**src/rtl/ff_mode_pkg.sv**
```systemverilog
// Mode encodings and enumerated type for the selectable flip-flop bank.
// Pure definitions: no logic, no latency, no flow control.
package ff_mode_pkg;

    localparam logic [1:0] ENC_D  = 2'b00;
    localparam logic [1:0] ENC_T  = 2'b01;
    localparam logic [1:0] ENC_JK = 2'b10;
    localparam logic [1:0] ENC_SR = 2'b11;

    typedef enum logic [1:0] {
        MODE_D  = ENC_D,
        MODE_T  = ENC_T,
        MODE_JK = ENC_JK,
        MODE_SR = ENC_SR
    } mode_t;

endpackage

```
**src/rtl/ff_mode_bank_if.sv**
```systemverilog
// Control, data and status bundle of the flip-flop bank.
// Plain level signals; the bank accepts inputs every cycle and never stalls.
interface ff_mode_bank_if #(
    parameter int WIDTH = 8,
    parameter int CNT_W = 8
);
    logic             en;
    logic             clr;
    logic             mode_ld;
    logic [1:0]       mode_in;
    logic [WIDTH-1:0] a;
    logic [WIDTH-1:0] b;
    logic             err_clr;
    logic [WIDTH-1:0] q;
    logic [WIDTH-1:0] q_bar;
    logic [1:0]       mode;
    logic             sr_err;
    logic [WIDTH-1:0] err_mask;
    logic [CNT_W-1:0] chg_cnt;

    modport master (
        output en, clr, mode_ld, mode_in, a, b, err_clr,
        input  q, q_bar, mode, sr_err, err_mask, chg_cnt
    );

    modport slave (
        input  en, clr, mode_ld, mode_in, a, b, err_clr,
        output q, q_bar, mode, sr_err, err_mask, chg_cnt
    );

endinterface

```
**src/rtl/ff_next_state.sv**
```systemverilog
// Combinational per-bit next state and illegal-SR flag for the selected mode.
// Zero latency; no flow control.
module ff_next_state
    import ff_mode_pkg::*;
#(
    parameter int WIDTH = 8
) (
    input  mode_t            mode,
    input  logic [WIDTH-1:0] q,
    input  logic [WIDTH-1:0] a,
    input  logic [WIDTH-1:0] b,
    output logic [WIDTH-1:0] nxt,
    output logic [WIDTH-1:0] illegal
);

    always_comb begin
        nxt     = q;
        illegal = '0;
        case (mode)
            MODE_D:  nxt = a;
            MODE_T:  nxt = q ^ a;
            MODE_JK: nxt = (a & ~q) | (~b & q);
            MODE_SR: begin
                // S=R=1 bits hold rather than taking the set-dominant value
                illegal = a & b;
                nxt     = ((a | (~b & q)) & ~illegal) | (q & illegal);
            end
            default: nxt = q;
        endcase
    end

endmodule

```
**src/rtl/ff_mode_bank.sv**
```systemverilog
// WIDTH-bit flip-flop bank with runtime D/T/JK/SR mode, sticky SR error, change counter.
// One-cycle update latency; no backpressure, inputs are sampled every edge.
module ff_mode_bank
    import ff_mode_pkg::*;
#(
    parameter int               WIDTH   = 8,
    parameter logic [WIDTH-1:0] RST_VAL = {WIDTH{1'b0}},
    parameter int               CNT_W   = 8
) (
    input logic          clk,
    input logic          rst,
    ff_mode_bank_if.slave bus
);

    localparam logic [CNT_W-1:0] CNT_MAX = {CNT_W{1'b1}};
    localparam logic [CNT_W-1:0] CNT_ONE = CNT_W'(1);

    mode_t            mode_r;
    logic [WIDTH-1:0] q_r;
    logic [WIDTH-1:0] q_d;
    logic [WIDTH-1:0] nxt;
    logic [WIDTH-1:0] illegal_raw;
    logic [WIDTH-1:0] illegal;
    logic             upd;
    logic             sr_err_r;
    logic [WIDTH-1:0] err_mask_r;
    logic [CNT_W-1:0] chg_cnt_r;

    ff_next_state #(.WIDTH(WIDTH)) u_next (
        .mode    (mode_r),
        .q       (q_r),
        .a       (bus.a),
        .b       (bus.b),
        .nxt     (nxt),
        .illegal (illegal_raw)
    );

    // A mode load freezes q for that edge; clr still overrides it.
    assign upd     = bus.en & ~bus.clr & ~bus.mode_ld;
    assign illegal = upd ? illegal_raw : '0;

    always_comb begin
        q_d = q_r;
        if (bus.clr)
            q_d = RST_VAL;
        else if (upd)
            q_d = nxt;
    end

    always_ff @(posedge clk or posedge rst) begin
        if (rst) begin
            q_r    <= RST_VAL;
            mode_r <= MODE_D;
        end else begin
            q_r <= q_d;
            if (bus.mode_ld)
                mode_r <= mode_t'(bus.mode_in);
        end
    end

    always_ff @(posedge clk or posedge rst) begin
        if (rst) begin
            sr_err_r   <= 1'b0;
            err_mask_r <= '0;
        end else if (bus.err_clr) begin
            sr_err_r   <= 1'b0;
            err_mask_r <= '0;
        end else begin
            sr_err_r   <= sr_err_r | (|illegal);
            err_mask_r <= err_mask_r | illegal;
        end
    end

    always_ff @(posedge clk or posedge rst) begin
        if (rst)
            chg_cnt_r <= '0;
        else if ((q_d != q_r) && (chg_cnt_r != CNT_MAX))
            chg_cnt_r <= chg_cnt_r + CNT_ONE;
    end

    assign bus.q        = q_r;
    assign bus.q_bar    = ~q_r;
    assign bus.mode     = mode_r;
    assign bus.sr_err   = sr_err_r;
    assign bus.err_mask = err_mask_r;
    assign bus.chg_cnt  = chg_cnt_r;

endmodule

```
**src/flat_wrapper.sv**
```systemverilog
// flat-port wrapper written by rule: the top's interface ports become plain ports
module ff_mode_bank_flat import ff_mode_pkg::*;
#(
    parameter int               WIDTH   = 8,
    parameter logic [WIDTH-1:0] RST_VAL = {WIDTH{1'b0}},
    parameter int               CNT_W   = 8
)
  (clk, rst, bus_en, bus_clr, bus_mode_ld, bus_mode_in, bus_a, bus_b, bus_err_clr, bus_q, bus_q_bar, bus_mode, bus_sr_err, bus_err_mask, bus_chg_cnt);
  ff_mode_bank_if #(.WIDTH(WIDTH), .CNT_W(CNT_W)) bus_i ();
  input logic clk;
  input logic rst;
  input wire logic [$bits(bus_i.en)-1:0] bus_en;
  input wire logic [$bits(bus_i.clr)-1:0] bus_clr;
  input wire logic [$bits(bus_i.mode_ld)-1:0] bus_mode_ld;
  input wire logic [$bits(bus_i.mode_in)-1:0] bus_mode_in;
  input wire logic [$bits(bus_i.a)-1:0] bus_a;
  input wire logic [$bits(bus_i.b)-1:0] bus_b;
  input wire logic [$bits(bus_i.err_clr)-1:0] bus_err_clr;
  output wire logic [$bits(bus_i.q)-1:0] bus_q;
  output wire logic [$bits(bus_i.q_bar)-1:0] bus_q_bar;
  output wire logic [$bits(bus_i.mode)-1:0] bus_mode;
  output wire logic [$bits(bus_i.sr_err)-1:0] bus_sr_err;
  output wire logic [$bits(bus_i.err_mask)-1:0] bus_err_mask;
  output wire logic [$bits(bus_i.chg_cnt)-1:0] bus_chg_cnt;
  assign bus_i.en = bus_en;
  assign bus_i.clr = bus_clr;
  assign bus_i.mode_ld = bus_mode_ld;
  assign bus_i.mode_in = bus_mode_in;
  assign bus_i.a = bus_a;
  assign bus_i.b = bus_b;
  assign bus_i.err_clr = bus_err_clr;
  assign bus_q = bus_i.q;
  assign bus_q_bar = bus_i.q_bar;
  assign bus_mode = bus_i.mode;
  assign bus_sr_err = bus_i.sr_err;
  assign bus_err_mask = bus_i.err_mask;
  assign bus_chg_cnt = bus_i.chg_cnt;
  ff_mode_bank #(.WIDTH(WIDTH), .RST_VAL(RST_VAL), .CNT_W(CNT_W)) u_core (.clk(clk), .rst(rst), .bus(bus_i));
endmodule
```
**config.mk**
```make
export PLATFORM = sky130hd
export DESIGN_NAME = ff_mode_bank_flat
export DESIGN_NICKNAME = d
export VERILOG_FILES = /design/src/rtl/ff_mode_pkg.sv /design/src/rtl/ff_mode_bank_if.sv /design/src/rtl/ff_next_state.sv /design/src/rtl/ff_mode_bank.sv /design/src/flat_wrapper.sv
export SDC_FILE = /design/constraint.sdc
export NUM_CORES = 1
export LEC_CHECK = 0
export ABC_AREA = 1
export CORE_UTILIZATION = 50
export DETAILED_ROUTE_END_ITERATION = 10
export PLACE_DENSITY = 0.91
export SYNTH_ARGS = -nofsm -noshare
export SYNTH_HDL_FRONTEND = slang
export SYNTH_SLANG_ARGS = --single-unit
```
**constraint.sdc**
```tcl
create_clock -name clk -period 2.9 [get_ports clk]
set_input_delay 0.725 -clock clk [delete_from_list [all_inputs] [get_ports clk]]
set_output_delay 0.725 -clock clk [all_outputs]
set_load 0.005 [all_outputs]
```
==> impl_metrics.env, run 1 <==
export IMPL_status="finished, final reports clean"
export IMPL_place_area_um2=2455
export IMPL_grtUsageMet2_pct=41.17
export IMPL_dieArea_um2=3915
export IMPL_final_cell_area_um2=2485
export IMPL_fin_setup_tns_ps=0
export IMPL_postCtsHoldBufs=0
export IMPL_io_buffers=58
export IMPL_cts_root_buf="clkbuf_4"
export IMPL_regToRegStartpoint="u_core.bus.mode[1]"
export IMPL_finalWirelength_um=4628
export IMPL_cts_tree="done"
export IMPL_arrival_ps=2690
export IMPL_p_comb_share_pct=37.3
export IMPL_globalplace_congestion=0.9130
export IMPL_n_fill_cell=277
export IMPL_dr_total_vias=1929
export IMPL_p_int_w=0.0006865
export IMPL_first_pass_iters=4
export IMPL_syn_inst=275
export IMPL_synth_area_um2=1834
export IMPL_yosys_warnings=0
export IMPL_avgRoutedWirePerCell_um=12.12
export IMPL_cp_startpoint="bus_mode_ld"
export IMPL_grt_pass1_vias=1786
export IMPL_hold_class="register to register"
export IMPL_cp_required_ps=3180
export IMPL_end_kind="register"
export IMPL_drive_above_1_share_pct=8.929
export IMPL_synth_seq_cells=27
export IMPL_finalMaxSlewViolations=0
export IMPL_worst_slew_pin_slew_ps=521.5
export IMPL_clk_pin_slew_ps=160
export IMPL_fin_crit_sh_pct=82.93
export IMPL_io_pins=59
export IMPL_antenna_found_initial=0
export IMPL_cts_sinks=27
export IMPL_grt_overflow=0
export IMPL_ys_seq_area_share_pct=36.83
export IMPL_fin_crit_ps=2405
export IMPL_p_leak_nw=1.277
export IMPL_insertion_delay_ps=330
export IMPL_p_sw_share_pct=35.28
export IMPL_fmaxAchievable_mhz=415.8
export IMPL_grt_max_degree=28
export IMPL_fp_row_count=21
export IMPL_grt_pass1_wl_um=8010
export IMPL_rsz0062_at_grt="false"
export IMPL_antenna_cells=0
export IMPL_core_um2=3416
export IMPL_max_slew_margin_rel_pct=64.91
export IMPL_start_util_pct=53.70
export IMPL_areaGrowthSynthToFinish_pct=35.47
export IMPL_use_met3_pct=4.015
export IMPL_pwr_share_seq_pct=46.7
export IMPL_cts_made_buffers=3
export IMPL_drt_iter0_drc=144
export IMPL_clkPwrFrac_pct=15.9
export IMPL_syn_nets=300
export IMPL_nets=362
export IMPL_critPathMaxFanout=9
export IMPL_use_met1_pct=34.66
export IMPL_htreeDepth=1
export IMPL_dp_hpwl_um=3469
export IMPL_post_cts_setup_buffers=0
export IMPL_cts_buffer_depth=2
export IMPL_power_density_nw_per_um2=426.9
export IMPL_die_w_um=62.57
export IMPL_busiest_layer="met2"
export IMPL_critPathCapture="u_core.bus.chg_cnt[6]"
export IMPL_drcViolationCount=0
export IMPL_crit_type="input pin to register"
export IMPL_post_cts_resized=0
export IMPL_irDropWorstVdd_mv=0.3955
export IMPL_r2r_cells=14
export IMPL_power_switching_w=0.0003743
export IMPL_dieHeight_um=62.57
export IMPL_viasPerCell=5.050
export IMPL_setup_viol=0
export IMPL_cp_start_kind="input pin"
export IMPL_maxCapViolations=0
export IMPL_timing_reg2reg_setup_slack_ps=790
export IMPL_drtAntennaViolNets=0
export IMPL_hold_violations=0
export IMPL_syn_avg_cell_area_um2=6.670
export IMPL_fin_skew_ps=7.862
export IMPL_grtUsageTotal_pct=25.58
export IMPL_r2r_end="u_core.bus.chg_cnt[6]"
export IMPL_yosysUniqueCellTypes=26
layout make-up:
class	instances	area (um^2)	area share, %
Clock inverter	1	7.507	0.3021
Inverter	42	157.7	6.344
Clock buffer	3	22.52	0.9063
Timing Repair Buffer	62	610.6	24.57
Multi-Input combinational cell	201	953.4	38.37
Sequential cell	27	675.6	27.19
Tap cell	46	57.56	2.316
power groups by stage:
| stage | Sequential, W | Clock, W | Combinational, W |
|---|---|---|---|
| after floorplan | 0.000492 | 0 | 0.000209 |
| after global placement | 0.000500 | 0 | 0.000385 |
| after detailed placement | 0.000502 | 0 | 0.000393 |
| after CTS | 0.000494 | 0.000175 | 0.000395 |
| after global routing | 0.000506 | 0.000189 | 0.000444 |
| final | 0.000496 | 0.000169 | 0.000396 |
worst min path at each step:
stage                            from                      to  slack [ps]  cells past startpoint
2_1_floorplan  u_core.bus.err_mask[3]  u_core.bus.err_mask[3]         490                      2
3_3_place_gp   u_core.bus.err_mask[6]  u_core.bus.err_mask[6]         480                      2
3_5_place_dp   u_core.bus.err_mask[1]  u_core.bus.err_mask[1]         490                      2
4_1_cts        u_core.bus.err_mask[1]  u_core.bus.err_mask[1]         520                      2
5_1_grt        u_core.bus.err_mask[3]  u_core.bus.err_mask[3]         560                      2
6_report       u_core.bus.err_mask[1]  u_core.bus.err_mask[1]         520                      2
logic make-up (layout without fill, tap and decap cells):
group / after synthesis / after routing / share of synthesized area, %
AND/OR/NAND/NOR: 174 / 174 / 42.22
adder cells (fa/ha/maj): 1 / 1 / 0.6820
AO/OA/AOI/OAI: 21 / 21 / 6.685
buffers and inverters: 47 / 108 / 11.19
XOR/XNOR: 5 / 5 / 2.388
flip-flops: 27 / 27 / 36.84
placed cells by master, fill, tap and decap left out, drive strengths merged:
| cell | Yosys | routed |
|---|---|---|
| xor2 | 2 | 2 |
| nand3 | 28 | 28 |
| clkdlybuf4s50 | 0 | 58 |
| o21ai | 9 | 9 |
| a21oi | 8 | 8 |
| xnor2 | 3 | 3 |
| a41oi | 1 | 1 |
| nor3 | 1 | 1 |
| buf | 4 | 4 |
| nor2 | 36 | 36 |
| clkbuf | 1 | 3 |
| clkinvlp | 0 | 1 |
| ha | 1 | 1 |
| o221ai | 1 | 1 |
| nand2 | 103 | 103 |
| inv | 42 | 42 |
| o211ai | 2 | 2 |
| nor4 | 2 | 2 |
| dfrtp | 27 | 27 |
| nand4 | 4 | 4 |
stage by stage:
step	total power, W	hold slack, ps	setup slack [ps]	util, %	cells
global route	0.001138	557.1	275.5	72.75	382
floorplan	0.0007015	487.6	952.3	-	275
global placement	0.0008846	475.8	207.4	71.87	378
finish	0.001061	519.1	494.9	72.75	382
detailed placement	0.0008948	490.4	159.2	71.87	378
CTS	0.001064	522.9	514.5	72.75	382
layer usage:
layer  routed length (um)  part of all wire [%]
met1                 2012                    43
met2                 2160                    47
met3                  377                   8.1
met4                   77                   1.7
met5                    0                     0
critical path, cell delays in order:
cell and delay, ps:
clkdlybuf4s50_1 470, inv_1 90, nand3_2 150, buf_4 210, nor2_1 90, nand2_1 50, nand2_1 70, nand2_1 50
nand2_1 60, nand2_1 60, nand2_1 60, nand3_1 90, nor2_2 150, nand2_4 110, nand2_4 110, nand2_1 60
nand2_1 60
registers in the layout (all words and copies together) (netlist names):
signal               flops
u_core.bus.chg_cnt       8
u_core.bus.err_mask      8
u_core.bus.q             8
u_core.bus.mode          2
u_core.bus.sr_err        1
Yosys cell counts, drive strengths merged:
library cell  instances  area [um^2]
o221ai                1        8.760
inv                  42        157.6
o21ai                 9        45.04
ha                    1        12.51
buf                   4        33.78
xor2                  2        17.52
a21oi                 8        40.04
nand4                 4        25.02
nand3                28        155.2
nor2                 36        152.6
nor4                  2        12.51
a41oi                 1        8.760
nand2               103        424.2
dfrtp                27        675.7
nor3                  1        5.000
o211ai                2        20.02
xnor2                 3        26.28
clkbuf                1        13.76
Note: power is estimated with default switching activity, not from simulation.
==> run 2: changes to the inputs <==
- CORE_UTILIZATION: 50 -> 46
- PLACE_DENSITY: 0.91 -> 0.85
- clock period: 2.9 -> 2.3 ns (I/O delays scaled with it)
==> run 2 against run 1 <==
Effect of this change: final cell count is 3.4% higher; final area is 6.0% higher; clock power is 63% higher; sequential power is 27% higher; clock skew is 2.0 ps lower; total power is 36% higher; first-iteration DRC count is 13% lower; hold slack worse by 16 ps; combinational power is 34% higher; count of clock-buffer cells in the layout stayed put; via count is 1.4% higher; largest cell class unchanged.
==> impl_metrics.env, run 2 (synthesis results as in run 1) <==
export IMPL_hold_violations=0
export IMPL_grt_max_degree=28
export IMPL_grtUsageTotal_pct=24.46
export IMPL_fp_row_count=22
export IMPL_htreeDepth=1
export IMPL_grt_overflow=0
export IMPL_viasPerCell=4.952
export IMPL_p_leak_nw=1.370
export IMPL_start_util_pct=49.00
export IMPL_cp_start_kind="input pin"
export IMPL_nets=373
export IMPL_grt_pass1_vias=1735
export IMPL_utilization_pct=70.35
export IMPL_maxCapViolations=0
export IMPL_cts_root_buf="clkbuf_8"
export IMPL_dieHeight_um=65.15
export IMPL_drcViolationCount=0
export IMPL_clk_pin_slew_ps=90
export IMPL_dp_hpwl_um=3793
export IMPL_avgRoutedWirePerCell_um=12.47
export IMPL_critPathMaxFanout=8
export IMPL_dp_cells=390
export IMPL_fmaxAchievable_mhz=486.8
export IMPL_fin_crit_ps=2054
export IMPL_regArea_um2=676.9
export IMPL_dr_total_vias=1956
export IMPL_postCtsHoldBufs=0
export IMPL_post_cts_setup_buffers=0
export IMPL_antenna_cells=0
export IMPL_n_fill_cell=329
export IMPL_setup_viol=0
export IMPL_antenna_found_initial=0
export IMPL_cts_sinks=27
export IMPL_insertion_delay_ps=280
export IMPL_core_um2=3744
export IMPL_final_common_cell="nand2_1"
export IMPL_dp_slack_ps=-221.8
export IMPL_power_density_nw_per_um2=545.8
export IMPL_irDropWorstVdd_mv=0.4506
export IMPL_globalplace_congestion=0.8572
export IMPL_fin_skew_ps=5.889
export IMPL_drt_iter0_drc=126
export IMPL_worst_slew_pin_slew_ps=403.5
export IMPL_fin_cells=395
export IMPL_io_pins=59
export IMPL_dieArea_um2=4244
export IMPL_grt_pass1_wl_um=7935
export IMPL_io_buffers=58
export IMPL_setup_ws_ps=245.6
export IMPL_status="finished, final reports clean"
export IMPL_drive_above_1_share_pct=13.54
export IMPL_whs_ps=503.0
export IMPL_cp_required_ps=2520
export IMPL_arrival_ps=2270
export IMPL_first_pass_iters=4
export IMPL_cts_made_buffers=3
export IMPL_multi_input_area_um2=989.7
export IMPL_crit_type="input pin to register"
export IMPL_end_kind="register"
export IMPL_areaGrowthSynthToFinish_pct=43.59
export IMPL_cts_tree="done"
export IMPL_cts_buffer_depth=2
export IMPL_finalMaxSlewViolations=0
export IMPL_die_w_um=65.15
export IMPL_max_slew_margin_rel_pct=72.85
export IMPL_fin_crit_sh_pct=89.32
export IMPL_rsz0062_at_grt="false"
export IMPL_finalWirelength_um=4926
export IMPL_drtAntennaViolNets=0
export IMPL_hold_class="register to register"
export IMPL_final_cell_mix="93 x nand2_1, 55 x clkdlybuf4s50_1, 37 x inv_1, 29 x nor2_1, 26 x dfrtp_1"
-- run 2: changes by cell type in the layout (fill, tap and decap cells not counted), moves of 2 or more --
cell and change:
buf_4 +8, nand2_2 +4, clkbuf_4 -3, clkbuf_8 +3, clkdlybuf4s50_1 -3, dlymetal6s2s_1 +3
nand2_1 -3, buf_6 +2, nor2_2 -2, nor2_4 +2, o21ai_0 -2, o21ai_1 +2
-- run 2: path summary, 6_finish.rpt --
| path | startpoint | to | slack, ps | cells past startpoint |
|---|---|---|---|---|
| max in group asynchronous | rst | u_core.bus.mode[1] | 1380 | 3 |
| hold / removal | u_core.bus.err_mask[6] | u_core.bus.err_mask[6] | 500 | 2 |
| setup / recovery | bus_b[2] | u_core.bus.chg_cnt[0] | 250 | 15 |
| min in group asynchronous | rst | u_core.bus.q[6] | 650 | 3 |
| setup reg to reg | u_core.bus.mode[1] | u_core.bus.chg_cnt[0] | 320 | 16 |
| hold reg to reg | u_core.bus.err_mask[6] | u_core.bus.err_mask[6] | 500 | 2 |
-- run 2: what timing repair did --
item,CTS,global route
resized for setup,0,16
endpoints found under the hold margin,0,0
endpoints found under the setup margin,0,8
-- run 2: report_power, final --
part	leakage [nW]	total [W]	switching [W]	internal, W
Clock	0.0217	0.000276	0.000153	0.000123
Combinational	0.986	0.000531	0.000251	0.000280
Sequential	0.362	0.000630	0.0000927	0.000538
Total	1.37	0.00144	0.000496	0.000941
-- run 2: area by class of cell --
cell class	count	area share, %
Tap cell	48	2.280
Inverter	42	5.986
Clock inverter	1	0.2850
Timing Repair Buffer	72	26.60
Sequential cell	27	25.70
Multi-Input combinational cell	202	37.58
Clock buffer	3	1.568
-- run 2: through the flow --
step	total power (W)	TNS [ps]	area, um^2
2_1_floorplan	0.0008845	0	1834
3_3_place_gp	0.001135	-1161	2532
3_5_place_dp	0.001149	-1633	2532
4_1_cts	0.001425	0	2581
5_1_grt	0.001528	0	2634
6_report	0.001438	0	2634
-- run 2: worst max-delay path, cell delays in order --
cell             delay (ps)
clkdlybuf4s50_1         460
inv_1                    50
nor2_1                  180
nor2_2                   60
nand2_1                  60
nand2_1                  50
nand2_2                  70
o21ai_0                  70
nand2_1                 110
nand3_2                  90
nor2_4                  160
nand2_4                  90
nand2_4                 110
nand2_1                  60
nand2_1                  70
-- run 2: routing by layer --
metal  vias up  track usage, %  wire length [um]
met5         -               0                 0
met4         0           4.891                40
met3         5           3.646               279
met2        60           40.89              2387
met1       891           33.66              2219
li1       1000               -                 -
==> variant 1, RTL diff (settings of run 2) <==
Reset style: synchronous (`rst`), changed in 3 clocked blocks.
--- a/src/rtl/ff_mode_bank.sv
+++ b/src/rtl/ff_mode_bank.sv
@@ -49,3 +49,3 @@
 
-    always_ff @(posedge clk or posedge rst) begin
+    always_ff @(posedge clk) begin
         if (rst) begin
@@ -60,3 +60,3 @@
 
-    always_ff @(posedge clk or posedge rst) begin
+    always_ff @(posedge clk) begin
         if (rst) begin
@@ -73,3 +73,3 @@
 
-    always_ff @(posedge clk or posedge rst) begin
+    always_ff @(posedge clk) begin
         if (rst)
Behaviour: differs if rst is asserted again (counterexample within 4 cycles, from zero or initial values and one cycle with rst high); with rst held inactive, the same outputs for 10 cycles.
==> variant 1 against run 2 <==
- worst setup slack lost 5.7 ps
- routed wire length decreased by 4.7%
- sequential cell count is the same
- critical path depth is 1 lower
- synthesized cell count fell by 0.36%
- design area fell by 4.0%
- clock skew up 1.5 ps
- area after synthesis shrank 8.5%
- die area shrank 8.2%
- count of clock-buffer cells in the layout unchanged
- cell count is 0.76% higher
Power is not compared: it rests on default switching activity, and its combinational part moved more than twofold at a synthesized area within 25%.
==> variant 1: results (changes against run 2) <==
[clock_network]
ctsResizeCount = 1  ; +1
clk_pin_slew_worst_paths_ps = 160  ; +70 ps
ctsRootBufferMaster = clkbuf_4
cts_buffers = 3  ; unchanged
cts_buffer_depth = 2  ; unchanged
insertion_delay_ps = 350  ; +70 ps

[finish]
instances_no_fill = 398  ; +0.76%
nFillCells = 290  ; -12%
nets = 378  ; +1.3%
layout-drive-gt1-share_pct = 14.49  ; +0.94 points

[place]
dpl_cell_area_sq_mm = 0.002435  ; -3.9%
placed_cells = 392  ; +0.51%
routabilityCongestion = 0.8998  ; +5.0%
place_ws_ps = -363.1  ; -141.3 ps
post-dp-hpwl_microns = 3343  ; -12%

[sta]
tightest_slew_ps = 250.7  ; -152.8 ps
whs_ps = 464.8  ; -38.17 ps
finClkSkew_ps = 7.402  ; +1.513 ps
timing.final.ws_setup_ps = 239.9  ; -5.689 ps

[grt]
grtUsageMet2_pct = 39.54  ; -1.3 points
antenna_found_initial = 0  ; unchanged
grt.total_usage_pct = 23.32  ; -1.1 points
use_met3_pct = 3.832  ; +0.19 points
grt_start_max_net_pins = 17  ; -39%
grt_pass1_wl_microns = 7417  ; -6.5%
gr-usage-met1_pct = 29.63  ; -4.0 points
grt_pass1_vias = 1744  ; +0.52%

[critical_path]
cp.arrival_ps = 2360  ; +90 ps
r2r_end = u_core.bus.chg_cnt[2]
critPathTopFamily = simple AND/OR/NAND/NOR gates
crit_fanout = 11  ; +3
regToRegSetupSlack_ps = 240  ; -80 ps
cp-startpoint = u_core.bus.mode[0]
reg2regPathDepth = 14  ; -2
crit_slowest_cell = dfxtp_1
cpPeakStageDelay_ps = 470

[logic_synthesis]
yosys.area_share.adder_pct = 0.7452  ; +0.063 points
yosysSeqAreaShare_pct = 32.19  ; -4.6 points
avgSynthCellArea_sq_um = 6.128  ; -8.1%
synth.distinct_cells = 29  ; +12%
synth-compound-area-share_pct = 9.389  ; +2.7 points
synth-xor-area-share_pct = 2.608  ; +0.22 points
synth_async_sr_flop_share_pct = 0  ; -100 points
syn_nets = 299  ; -0.33%
netlist_top_cells_area = dfxtp_1, nand2_1, nor2_1
ys_top_cells_by_count = nand2_1, nor2_1, inv_1, nand3_1, dfxtp_1

[routing]
met1_length_microns = 2095  ; -5.6%
wl_met3_microns = 326  ; +17%
drtIter0Drc = 81  ; -36%
wl_microns = 4694  ; -4.7%
vias = 2005  ; +2.5%
drtPass1Iterations = 5  ; +1
met2_length_microns = 2188  ; -8.3%

[worst_hold_path]
hold_end = u_core.bus.err_mask[5]
min_from = u_core.bus.err_mask[5]

[power]
p_int_uw = 656.8
switching_power_uw = 290.3
pwr-share-comb_pct = 24.3

[run_status]
run_status = finished clean

variant 1: cell types whose count changed in the layout (fill, tap and decap cells not counted), moves of 3 or more:
cell,run 2,this run
dfxtp_1,0,27
dfrtp_1,26,0
nand2_1,93,81
nor2_1,29,40
inv_1,37,28
buf_4,12,19
nand3_1,24,28
a21oi_1,8,11
clkbuf_4,0,3
clkbuf_8,3,0
nor2_2,5,2
variant 1: logic make-up (layout without fill, tap and decap cells):
family,after synthesis,in the layout
adder cells (fa/ha/maj),1,1
buffers and inverters,39,116
AO/OA/AOI/OAI,29,29
AND/OR/NAND/NOR,173,174
flip-flops,27,27
XOR/XNOR,5,5
variant 1: cell type report:
class                   instances  area, sq um  share of cell area, %
clock inverters                 1        7.507                 0.2969
flip-flops and latches         27        540.5                  21.38
clock buffers                   3        22.52                 0.8906
repair buffers                 79        753.2                  29.79
inverters                      33        126.4                  4.998
multi-input cells             209         1021                  40.38
well taps                      46        57.56                  2.276
==> variant 2, RTL diff (settings of run 2) <==
Without the edit above. `WIDTH` is set to 8 in 4 places; all go to 6.
--- a/src/rtl/ff_mode_bank_if.sv
+++ b/src/rtl/ff_mode_bank_if.sv
@@ -3,3 +3,3 @@
 interface ff_mode_bank_if #(
-    parameter int WIDTH = 8,
+    parameter int WIDTH = 6,
     parameter int CNT_W = 8
--- a/src/rtl/ff_next_state.sv
+++ b/src/rtl/ff_next_state.sv
@@ -5,3 +5,3 @@
 #(
-    parameter int WIDTH = 8
+    parameter int WIDTH = 6
 ) (
--- a/src/rtl/ff_mode_bank.sv
+++ b/src/rtl/ff_mode_bank.sv
@@ -5,3 +5,3 @@
 #(
-    parameter int               WIDTH   = 8,
+    parameter int               WIDTH   = 6,
     parameter logic [WIDTH-1:0] RST_VAL = {WIDTH{1'b0}},
--- a/src/flat_wrapper.sv
+++ b/src/flat_wrapper.sv
@@ -3,3 +3,3 @@
 #(
-    parameter int               WIDTH   = 8,
+    parameter int               WIDTH   = 6,
     parameter logic [WIDTH-1:0] RST_VAL = {WIDTH{1'b0}},
Interface: changed (5 resized); port bits go from 59 to 49. No check against the original RTL was run, so the function may have changed too.
==> variant 2 against run 2 <==
- design area fell by 18%
- sequential cell count fell by 4
- worst hold slack improved by 14 ps
- routed wire length fell by 23%
- global-route usage fell by 1.4 points
- total power fell by 18%
- cell count fell by 17%
- combinational power fell by 16%
- area after synthesis fell by 17%
- worst setup slack got worse by 67 ps
- first-iteration DRC count fell by 63%
- clock skew fell by 3.7 ps
- critical path type unchanged
==> variant 2: results (changes against run 2) <==
[logic_synthesis]
ys_top_cells_by_count = nand2_1, inv_1, nor2_1, dfrtp_1, nand3_1
yosys_warnings = 0  ; unchanged
netlist_instances = 221  ; -20%
synth.distinct_cells = 27  ; +3.8%
syn_nets = 242  ; -19%
netlist_top_cells_area = dfrtp_1, nand2_1, nand3_1
yosysSeqAreaShare_pct = 37.61  ; +0.78 points

[place]
dpl_cell_area_sq_mm = 0.002133  ; -16%
post-dp-hpwl_microns = 2970  ; -22%
routabilityCongestion = 0.8637  ; +0.76%
place_ws_ps = -178.6  ; +43.22 ps
io_buffers = 48  ; -17%
placed_cells = 323  ; -17%

[power]
p_leak_nw = 1.144  ; -16%
vdd_ir_drop_max_uv = 598.1  ; +33%
p_int_uw = 767.8  ; -18%

[clock_network]
ctsRootBufferMaster = clkbuf_4
clk_pin_slew_worst_paths_ps = 120  ; +30 ps
insertion_delay_ps = 320  ; +40 ps
cts_buffer_depth = 2  ; unchanged
cts_buffers = 3  ; unchanged

[grt]
grt_pass1_wl_microns = 6134  ; -23%
grt.total_usage_pct = 23.07  ; -1.4 points
grt_start_max_net_pins = 24  ; -14%
grt_pass1_vias = 1386  ; -20%

[sta]
finClkSkew_ps = 2.157  ; -3.732 ps
maxSlewHeadroom_pct = 78.56  ; +5.7 points
whs_ps = 516.9  ; +13.92 ps
period_share_pct = 92.25  ; +2.9 points

[routing]
wl_microns = 3810  ; -23%
vias = 1574  ; -20%
drtIter0Drc = 46  ; -63%
drtPass1Iterations = 5  ; +1

[run_status]
run_status = finished clean

[critical_path]
crit_fanout = 9  ; +1
crit_slowest_cell = clkdlybuf4s50_1
cp.arrival_ps = 2390  ; +120 ps
regToRegSetupSlack_ps = 300  ; -20 ps

[finish]
nets = 306  ; -18%
layout-drive-gt1-share_pct = 12.68  ; -0.87 points
nFillCells = 279  ; -15%
instances_no_fill = 328  ; -17%

[variant 2: final timing paths]
kind	start	endpoint	depth (start not counted)
worst max-delay path	bus_clr	u_core.bus.chg_cnt[0]	14
worst min-delay path	u_core.bus.err_mask[0]	u_core.bus.err_mask[0]	2
worst max register to register	u_core.bus.mode[1]	u_core.bus.chg_cnt[0]	12
worst min register to register	u_core.bus.err_mask[0]	u_core.bus.err_mask[0]	2
max in group asynchronous	rst	u_core.bus.chg_cnt[7]	3
min in group asynchronous	rst	u_core.bus.q[0]	3
[variant 2: worst max-delay path: cells and delay by family]
kind	cells	cell delay (ps)
AOI/OAI and AO/OA	2	220
and+or+nand+nor	10	1020
buffers and inverters	2	560
[variant 2: kinds of logic (layout without fill, tap and decap cells)]
logic type,count (synthesis),in the layout,synth area share (%)
DFF,23,23,37.61
buffers and inverters,33,95,9.485
xor gates and xnor gates,6,6,3.435
adders and majority gates,1,1,0.8175
and+or+nand+nor,147,148,44.07
AOI/OAI and AO/OA,11,11,4.578
[variant 2: layer usage]
layer	track usage (%)	wire, microns	vias to the layer above
met1	29.60	1731	707
met5	0	0	-
met4	4.983	29	0
met2	40.00	1881	45
met3	4.545	168	4
li1	-	-	818
[variant 2: final cells by class]
cell class,count,area [sq um],area share [%]
well taps,44,55.05,2.536
inverters,30,115.1,5.303
flip-flops and latches,23,575.6,26.51
clock buffers,3,22.52,1.037
clock inverters,1,5.005,0.2305
multi-input cells,166,819.5,37.75
repair buffers,61,578.1,26.63
[variant 2: power groups by stage]
stage               combinational (mW)  sequential [mW]  clock, mW
floorplan                        0.231            0.539          0
global placement                 0.432            0.553          0
detailed placement               0.440            0.556          0
CTS                              0.441            0.548      0.191
global route                     0.506            0.560      0.211
finish                           0.448            0.549      0.189
[variant 2: timing repair]
item,CTS,global route
buffers inserted,0,0
endpoints found under the setup margin,0,2
resized for setup,0,1
hold endpoints to repair,0,0
[variant 2: per-stage QoR]
step / TNS [ps] / power (mW)
3_3_place_gp: -618.2 / 0.9856
6_report: 0 / 1.186
3_5_place_dp: -1291 / 0.9961
2_1_floorplan: 0 / 0.7696
5_1_grt: 0 / 1.276
4_1_cts: 0 / 1.181
